===== config.mk =====
export PLATFORM = sky130hd
export DESIGN_NAME = id_ex_stage_flat
export DESIGN_NICKNAME = d
export VERILOG_FILES = /design/src/rtl/id_ex_stage_if.sv /design/src/rtl/id_ex_stage.sv /design/src/flat_wrapper.sv
export SDC_FILE = /design/constraint.sdc
export NUM_CORES = 1
export LEC_CHECK = 0
export CAP_MARGIN = 20
export CORE_UTILIZATION = 35
export CTS_BUF_LIST = sky130_fd_sc_hd__clkbuf_4
export DETAILED_ROUTE_END_ITERATION = 7
export PLACE_DENSITY = 0.82
export SLEW_MARGIN = 20
export SYNTH_ARGS = -nofsm -noshare
export SYNTH_HDL_FRONTEND = slang
export SYNTH_SLANG_ARGS = --single-unit

===== constraint.sdc =====
create_clock -name clk -period 4 [get_ports clk]
set_clock_uncertainty 0.15 [all_clocks]
set_input_delay 0.8 -clock clk [delete_from_list [all_inputs] [get_ports clk]]
set_output_delay 0.8 -clock clk [all_outputs]
set_load 0.02 [all_outputs]

===== src/rtl/id_ex_stage_if.sv =====
// ID/EX stage bus: the stage takes the master modport, the surrounding pipeline/regfile the slave.
// Groups IF/ID inputs, register-file read port, downstream hold/flush and the ID/EX outputs.
interface id_ex_stage_if;
    logic        id_valid;
    logic [15:0] id_instr;
    logic [15:0] id_pc_plus2;
    logic [3:0]  src_reg1;
    logic [3:0]  src_reg2;
    logic [15:0] src_data1;
    logic [15:0] src_data2;
    logic        ex_hold;
    logic        flush;
    logic        stall;
    logic        ex_valid;
    logic [3:0]  ex_opcode;
    logic [3:0]  ex_dst_reg;
    logic [3:0]  ex_src_reg1;
    logic [3:0]  ex_src_reg2;
    logic [15:0] ex_op1;
    logic [15:0] ex_op2;
    logic [15:0] ex_imm;
    logic        ex_use_imm;
    logic        ex_reg_write;
    logic        ex_mem_read;
    logic        ex_mem_write;
    logic        ex_halt;
    logic [15:0] ex_pc_plus2;

    modport master (
        input  id_valid, id_instr, id_pc_plus2, src_data1, src_data2, ex_hold, flush,
        output src_reg1, src_reg2, stall, ex_valid, ex_opcode, ex_dst_reg, ex_src_reg1,
               ex_src_reg2, ex_op1, ex_op2, ex_imm, ex_use_imm, ex_reg_write,
               ex_mem_read, ex_mem_write, ex_halt, ex_pc_plus2
    );

    modport slave (
        output id_valid, id_instr, id_pc_plus2, src_data1, src_data2, ex_hold, flush,
        input  src_reg1, src_reg2, stall, ex_valid, ex_opcode, ex_dst_reg, ex_src_reg1,
               ex_src_reg2, ex_op1, ex_op2, ex_imm, ex_use_imm, ex_reg_write,
               ex_mem_read, ex_mem_write, ex_halt, ex_pc_plus2
    );
endinterface


===== src/rtl/id_ex_stage.sv =====
// WISC decode stage + ID/EX register: 1-cycle decode-to-EX; ex_hold freezes ID/EX and raises stall,
// flush during hold is deferred. LOAD_USE_STALL_EN enables load-use bubble insertion.
module id_ex_stage (
    input  logic            clk,
    input  logic            rst,
    id_ex_stage_if.master   bus
);
    typedef struct packed {
        logic        valid;
        logic [3:0]  opcode;
        logic [3:0]  dst;
        logic [3:0]  src1;
        logic [3:0]  src2;
        logic [15:0] op1;
        logic [15:0] op2;
        logic [15:0] imm;
        logic        use_imm;
        logic        reg_write;
        logic        mem_read;
        logic        mem_write;
        logic        halt;
        logic [15:0] pc_plus2;
    } idex_t;

    idex_t idex_q, idex_d;
    logic  flush_pend_q, flush_pend_d;

    logic [3:0]  opc, rd, rs, rt;
    logic [3:0]  dec_src1, dec_src2, dec_dst;
    logic        uses_src1, uses_src2;
    logic [15:0] dec_imm;
    logic        dec_use_imm, dec_reg_write, dec_mem_read, dec_mem_write, dec_halt;
    logic        hazard;

    assign opc = bus.id_instr[15:12];
    assign rd  = bus.id_instr[11:8];
    assign rs  = bus.id_instr[7:4];
    assign rt  = bus.id_instr[3:0];

    always_comb begin
        dec_src1      = 4'd0;
        dec_src2      = 4'd0;
        dec_dst       = 4'd0;
        uses_src1     = 1'b0;
        uses_src2     = 1'b0;
        dec_imm       = 16'd0;
        dec_use_imm   = 1'b0;
        dec_reg_write = 1'b0;
        dec_mem_read  = 1'b0;
        dec_mem_write = 1'b0;
        dec_halt      = 1'b0;
        case (opc)
            4'h0, 4'h1, 4'h2, 4'h3, 4'h7: begin
                dec_src1 = rs;  uses_src1 = 1'b1;
                dec_src2 = rt;  uses_src2 = 1'b1;
                dec_dst  = rd;  dec_reg_write = 1'b1;
            end
            4'h4, 4'h5, 4'h6: begin
                dec_src1 = rs;  uses_src1 = 1'b1;
                dec_imm  = {12'd0, rt};
                dec_use_imm = 1'b1;
                dec_dst  = rd;  dec_reg_write = 1'b1;
            end
            4'h8: begin
                dec_src1 = rs;  uses_src1 = 1'b1;
                dec_imm  = {{11{rt[3]}}, rt, 1'b0};
                dec_use_imm = 1'b1;
                dec_mem_read = 1'b1;
                dec_dst  = rd;  dec_reg_write = 1'b1;
            end
            4'h9: begin
                // store data comes from the rd field
                dec_src1 = rs;  uses_src1 = 1'b1;
                dec_src2 = rd;  uses_src2 = 1'b1;
                dec_imm  = {{11{rt[3]}}, rt, 1'b0};
                dec_use_imm = 1'b1;
                dec_mem_write = 1'b1;
            end
            4'hA, 4'hB: begin
                dec_src1 = rd;  uses_src1 = 1'b1;
                dec_imm  = {8'd0, bus.id_instr[7:0]};
                dec_use_imm = 1'b1;
                dec_dst  = rd;  dec_reg_write = 1'b1;
            end
            4'hD: begin
                dec_src1 = rs;  uses_src1 = 1'b1;
            end
            4'hE: begin
                dec_dst  = rd;  dec_reg_write = 1'b1;
            end
            4'hF: dec_halt = 1'b1;
            default: ;
        endcase
    end

    assign bus.src_reg1 = dec_src1;
    assign bus.src_reg2 = dec_src2;

`ifdef LOAD_USE_STALL_EN
    // SW store data is excluded: MEM-to-MEM forwarding covers it
    assign hazard = bus.id_valid && idex_q.valid && idex_q.mem_read && (idex_q.dst != 4'd0) &&
                    ((uses_src1 && (dec_src1 == idex_q.dst)) ||
                     (uses_src2 && (dec_src2 == idex_q.dst) && (opc != 4'h9)));
`else
    assign hazard = 1'b0;
`endif

    assign bus.stall = hazard | bus.ex_hold;

    always_comb begin
        idex_d       = idex_q;
        flush_pend_d = bus.ex_hold ? (flush_pend_q | bus.flush) : 1'b0;
        if (!bus.ex_hold) begin
            if (bus.flush || flush_pend_q || hazard) begin
                idex_d = '0;
            end else begin
                idex_d.valid     = bus.id_valid;
                idex_d.opcode    = opc;
                idex_d.dst       = dec_dst;
                idex_d.src1      = dec_src1;
                idex_d.src2      = dec_src2;
                idex_d.op1       = bus.src_data1;
                idex_d.op2       = bus.src_data2;
                idex_d.imm       = dec_imm;
                idex_d.use_imm   = dec_use_imm;
                idex_d.reg_write = dec_reg_write & bus.id_valid;
                idex_d.mem_read  = dec_mem_read  & bus.id_valid;
                idex_d.mem_write = dec_mem_write & bus.id_valid;
                idex_d.halt      = dec_halt      & bus.id_valid;
                idex_d.pc_plus2  = bus.id_pc_plus2;
            end
        end
    end

    always_ff @(posedge clk or posedge rst) begin
        if (rst) begin
            idex_q       <= '0;
            flush_pend_q <= 1'b0;
        end else begin
            idex_q       <= idex_d;
            flush_pend_q <= flush_pend_d;
        end
    end

    assign bus.ex_valid     = idex_q.valid;
    assign bus.ex_opcode    = idex_q.opcode;
    assign bus.ex_dst_reg   = idex_q.dst;
    assign bus.ex_src_reg1  = idex_q.src1;
    assign bus.ex_src_reg2  = idex_q.src2;
    assign bus.ex_op1       = idex_q.op1;
    assign bus.ex_op2       = idex_q.op2;
    assign bus.ex_imm       = idex_q.imm;
    assign bus.ex_use_imm   = idex_q.use_imm;
    assign bus.ex_reg_write = idex_q.reg_write;
    assign bus.ex_mem_read  = idex_q.mem_read;
    assign bus.ex_mem_write = idex_q.mem_write;
    assign bus.ex_halt      = idex_q.halt;
    assign bus.ex_pc_plus2  = idex_q.pc_plus2;
endmodule

===== src/flat_wrapper.sv =====
// flat-port wrapper written by rule: the top's interface ports become plain ports
module id_ex_stage_flat 
  (clk, rst, bus_id_valid, bus_id_instr, bus_id_pc_plus2, bus_src_data1, bus_src_data2, bus_ex_hold, bus_flush, bus_src_reg1, bus_src_reg2, bus_stall, bus_ex_valid, bus_ex_opcode, bus_ex_dst_reg, bus_ex_src_reg1, bus_ex_src_reg2, bus_ex_op1, bus_ex_op2, bus_ex_imm, bus_ex_use_imm, bus_ex_reg_write, bus_ex_mem_read, bus_ex_mem_write, bus_ex_halt, bus_ex_pc_plus2);
  id_ex_stage_if bus_i ();
  input  logic clk;
  input  logic rst;
  input wire logic [$bits(bus_i.id_valid)-1:0] bus_id_valid;
  input wire logic [$bits(bus_i.id_instr)-1:0] bus_id_instr;
  input wire logic [$bits(bus_i.id_pc_plus2)-1:0] bus_id_pc_plus2;
  input wire logic [$bits(bus_i.src_data1)-1:0] bus_src_data1;
  input wire logic [$bits(bus_i.src_data2)-1:0] bus_src_data2;
  input wire logic [$bits(bus_i.ex_hold)-1:0] bus_ex_hold;
  input wire logic [$bits(bus_i.flush)-1:0] bus_flush;
  output wire logic [$bits(bus_i.src_reg1)-1:0] bus_src_reg1;
  output wire logic [$bits(bus_i.src_reg2)-1:0] bus_src_reg2;
  output wire logic [$bits(bus_i.stall)-1:0] bus_stall;
  output wire logic [$bits(bus_i.ex_valid)-1:0] bus_ex_valid;
  output wire logic [$bits(bus_i.ex_opcode)-1:0] bus_ex_opcode;
  output wire logic [$bits(bus_i.ex_dst_reg)-1:0] bus_ex_dst_reg;
  output wire logic [$bits(bus_i.ex_src_reg1)-1:0] bus_ex_src_reg1;
  output wire logic [$bits(bus_i.ex_src_reg2)-1:0] bus_ex_src_reg2;
  output wire logic [$bits(bus_i.ex_op1)-1:0] bus_ex_op1;
  output wire logic [$bits(bus_i.ex_op2)-1:0] bus_ex_op2;
  output wire logic [$bits(bus_i.ex_imm)-1:0] bus_ex_imm;
  output wire logic [$bits(bus_i.ex_use_imm)-1:0] bus_ex_use_imm;
  output wire logic [$bits(bus_i.ex_reg_write)-1:0] bus_ex_reg_write;
  output wire logic [$bits(bus_i.ex_mem_read)-1:0] bus_ex_mem_read;
  output wire logic [$bits(bus_i.ex_mem_write)-1:0] bus_ex_mem_write;
  output wire logic [$bits(bus_i.ex_halt)-1:0] bus_ex_halt;
  output wire logic [$bits(bus_i.ex_pc_plus2)-1:0] bus_ex_pc_plus2;
  assign bus_i.id_valid = bus_id_valid;
  assign bus_i.id_instr = bus_id_instr;
  assign bus_i.id_pc_plus2 = bus_id_pc_plus2;
  assign bus_i.src_data1 = bus_src_data1;
  assign bus_i.src_data2 = bus_src_data2;
  assign bus_i.ex_hold = bus_ex_hold;
  assign bus_i.flush = bus_flush;
  assign bus_src_reg1 = bus_i.src_reg1;
  assign bus_src_reg2 = bus_i.src_reg2;
  assign bus_stall = bus_i.stall;
  assign bus_ex_valid = bus_i.ex_valid;
  assign bus_ex_opcode = bus_i.ex_opcode;
  assign bus_ex_dst_reg = bus_i.ex_dst_reg;
  assign bus_ex_src_reg1 = bus_i.ex_src_reg1;
  assign bus_ex_src_reg2 = bus_i.ex_src_reg2;
  assign bus_ex_op1 = bus_i.ex_op1;
  assign bus_ex_op2 = bus_i.ex_op2;
  assign bus_ex_imm = bus_i.ex_imm;
  assign bus_ex_use_imm = bus_i.ex_use_imm;
  assign bus_ex_reg_write = bus_i.ex_reg_write;
  assign bus_ex_mem_read = bus_i.ex_mem_read;
  assign bus_ex_mem_write = bus_i.ex_mem_write;
  assign bus_ex_halt = bus_i.ex_halt;
  assign bus_ex_pc_plus2 = bus_i.ex_pc_plus2;
  id_ex_stage u_core (.clk(clk), .rst(rst), .bus(bus_i));
endmodule

==> results.toml <==
[synthesis]
yosys_warnings = 0
syn_inst = 260
syn_avg_cell_area_sq_um = 12.4
synth_top_cell_area_share = 0.621
synth_compound_area_frac = 0.256
yosysMostFrequentCell = "dfrtp_1"
synthFlopType = "dfrtp_1"
synthAdderAreaFrac = 0.00310
netlist_area_sq_um = 3220
muxShareOfSynthArea = 0
synth_edf_count = 0
synthDistinctLibCells = 31
synth_area_leaders = "dfrtp_1 62%, a22o_1 17%, nand2_1 2.9%"
synth_top_cell_by_area = "dfrtp_1"
ys_seq_elements = 80
synth_top_family_by_area = "compound AO/OA/AOI/OAI gates"
synth_common_cells = "80 x dfrtp_1, 62 x a22o_1, 25 x nand2_1"
synthArstFlopShare = 1.00
yosys.area_share.simple = 0.0718
ys_seq_area_frac = 0.621
synth_fp_nets = 329
synthXorXnorAreaFrac = 0

[critical_path]
cpPeakStageDelay_ps = 610
worstPathMaxFanout = 12
critPathBufInv = 2
rr_worst_depth = 5
crit_top_cell = "clkdlybuf4s50_1"
cp.depth = 5
slowest_stage = "clkdlybuf4s50_1"
cp.arrival_ps = 2890
critPathKind = "in -> out"
worstPathCellList = "clkdlybuf4s50_1 -> nor2b_1 -> o21ai_0 -> a22o_1 -> clkdlybuf4s50_1"
cp_top_family = "buffers and inverters"
cp-end-kind = "output port"
critPathLaunchType = "input pin"
timing.critical_path.required_ps = 3050

[final_layout]
multi_input_area_sq_um = 1070
final_layout_size_suffix_gt1_frac = 0.0690
fin_nets = 486
seqCellArea_sq_um = 2000
area_growth_pct = 57.9
fillCellCount = 730
antennaDiodeCount = 0

[sta]
worst_pin_slew_ps = 890
clock.fmax_mhz = 261
slew_headroom = 0.407
final.setup.tns_ps = 0
drv_slew = 0
timing.final.crit_share = 0.960
rsz0062_at_grt = "no"
finalSetupViolCount = 0
post-route-min-period_ps = 3840
hold_viol_final = 0

[clock_tree]
insertion_delay_ps = 400
postCtsSetupRepairBufs = 0
cts.sinks = 80
cts-root-buf = "clkbuf_4"
cts_buffer_depth = 2
cts_tree = "yes"
htree_levels = 3
numCtsBuffers = 9
clkTransAtPathRegs_ps = 110

[floorplanning]
rows = 34
die-area_sq_um = 9600
die_height_um = 98.0
ioPinCount = 164
core_sq_um = 8810
die_w_um = 98.0
start_util = 0.366

[detailed_routing]
first_pass_iters = 7
wire_per_inst_um = 17.7
wirelength_um = 9360
drc_errors = 12
ant_nets = 0
via_per_inst = 5.26
via_count = 2779
drt_iter0_drc = 121

[place]
hpwl_um = 6910
io_buffers = 163
routabilityCongestion = 0.886

[grt]
antenna_found_initial = 0
grt_usage = 0.201
grt_max_degree = 82
grt_pass1_vias = 2895
overflow = 0
grt_pass1_wl_um = 15100

[power]
ir_worst_vdd_mv = 0.171
leakagePower_uw = 0.00223
power_uw = 1860
power_density_nw_per_um2 = 366

[outcome]
status = "finished with violations"
violations = "design-rule violations"

[worst_hold_path]
hold_path_class = "reg -> reg"
min_path_cells = 2

[job]
cap_violations = 0
## report_power, final
part,switching [uW],internal [uW]
Combinational,194,208
Clock,257,317
Sequential,29.2,858
Total,481,1380
## cell type report
class	count	share of cell area
Clock inverter	4	0.0187
Timing Repair Buffer	173	0.334
Sequential cell	80	0.393
Multi-Input combinational cell	150	0.210
Inverter	3	0.00246
Tap cell	108	0.0265
Clock buffer	10	0.0147
## kinds of logic (layout without fill, tap and decap cells)
group	count (synthesis)	in the layout
simple gates	45	45
fa+ha+maj	1	1
compound gates	104	104
flops	80	80
buf+inv	30	190
## repair_timing
| action | in CTS | in global routing |
|---|---|---|
| hold buffers | 0 | 0 |
| resized for setup | 0 | 1 |
| endpoints found under the setup margin | 0 | 1 |
## worst register-to-register path, stage by stage, from the launching register on
cell,delay [ps]
dfrtp_1,450
nor3_4,170
buf_4,350
nand2_1,200
nor3_2,240
a22o_1,150
## path summary, 6_finish.rpt
path / startpoint / end / slack (ps)
max: bus_id_instr[14] / bus_src_reg1[0] / 160
min: u_core.bus.ex_opcode[0] / u_core.bus.ex_opcode[0] / 340
max reg2reg: u_core.flush_pend_q / u_core.bus.ex_mem_write / 2230
min reg2reg: u_core.bus.ex_opcode[0] / u_core.bus.ex_opcode[0] / 340
max in group asynchronous: rst / u_core.bus.ex_op1[10] / 2220
min in group asynchronous: rst / u_core.bus.ex_pc_plus2[2] / 700
## cells in the final DEF (no fill, tap or decap), types with 2 or more instances in the layout
cell type          n
bufinv_16          3
dfrtp_1           80
o21ai_0           15
inv_1              2
nor2_1             3
clkinv_2           2
clkbuf_4          10
nand2_1           25
a211oi_1           2
and3_1             2
nor3b_1            2
a21oi_1            7
a32oi_1            3
a32o_1             8
a22o_1            62
a22oi_1            2
nor2b_1            3
buf_4             10
clkdlybuf4s50_1  162
nand2b_1           2
## metrics by stage
stage	instances	util	hold slack (ps)	worst slack, ps	area (sq um)
after CTS	528	0.578	348	200	5090
after global placement	514	0.559	315	243	4920
after floorplan	260	-	389	998	3220
after detailed placement	514	0.559	320	202	4920
after global routing	528	0.578	379	48.7	5090
final	528	0.578	344	161	5090
## layer usage
layer  vias up  GRT usage  wire (um)
li1       1288          -          -
met1      1364      0.255       3950
met3         9     0.0465        595
met4         0     0.0711         93
met2       118      0.338       4730
met5         -          0          0
Power figures use the tool's default switching activity.
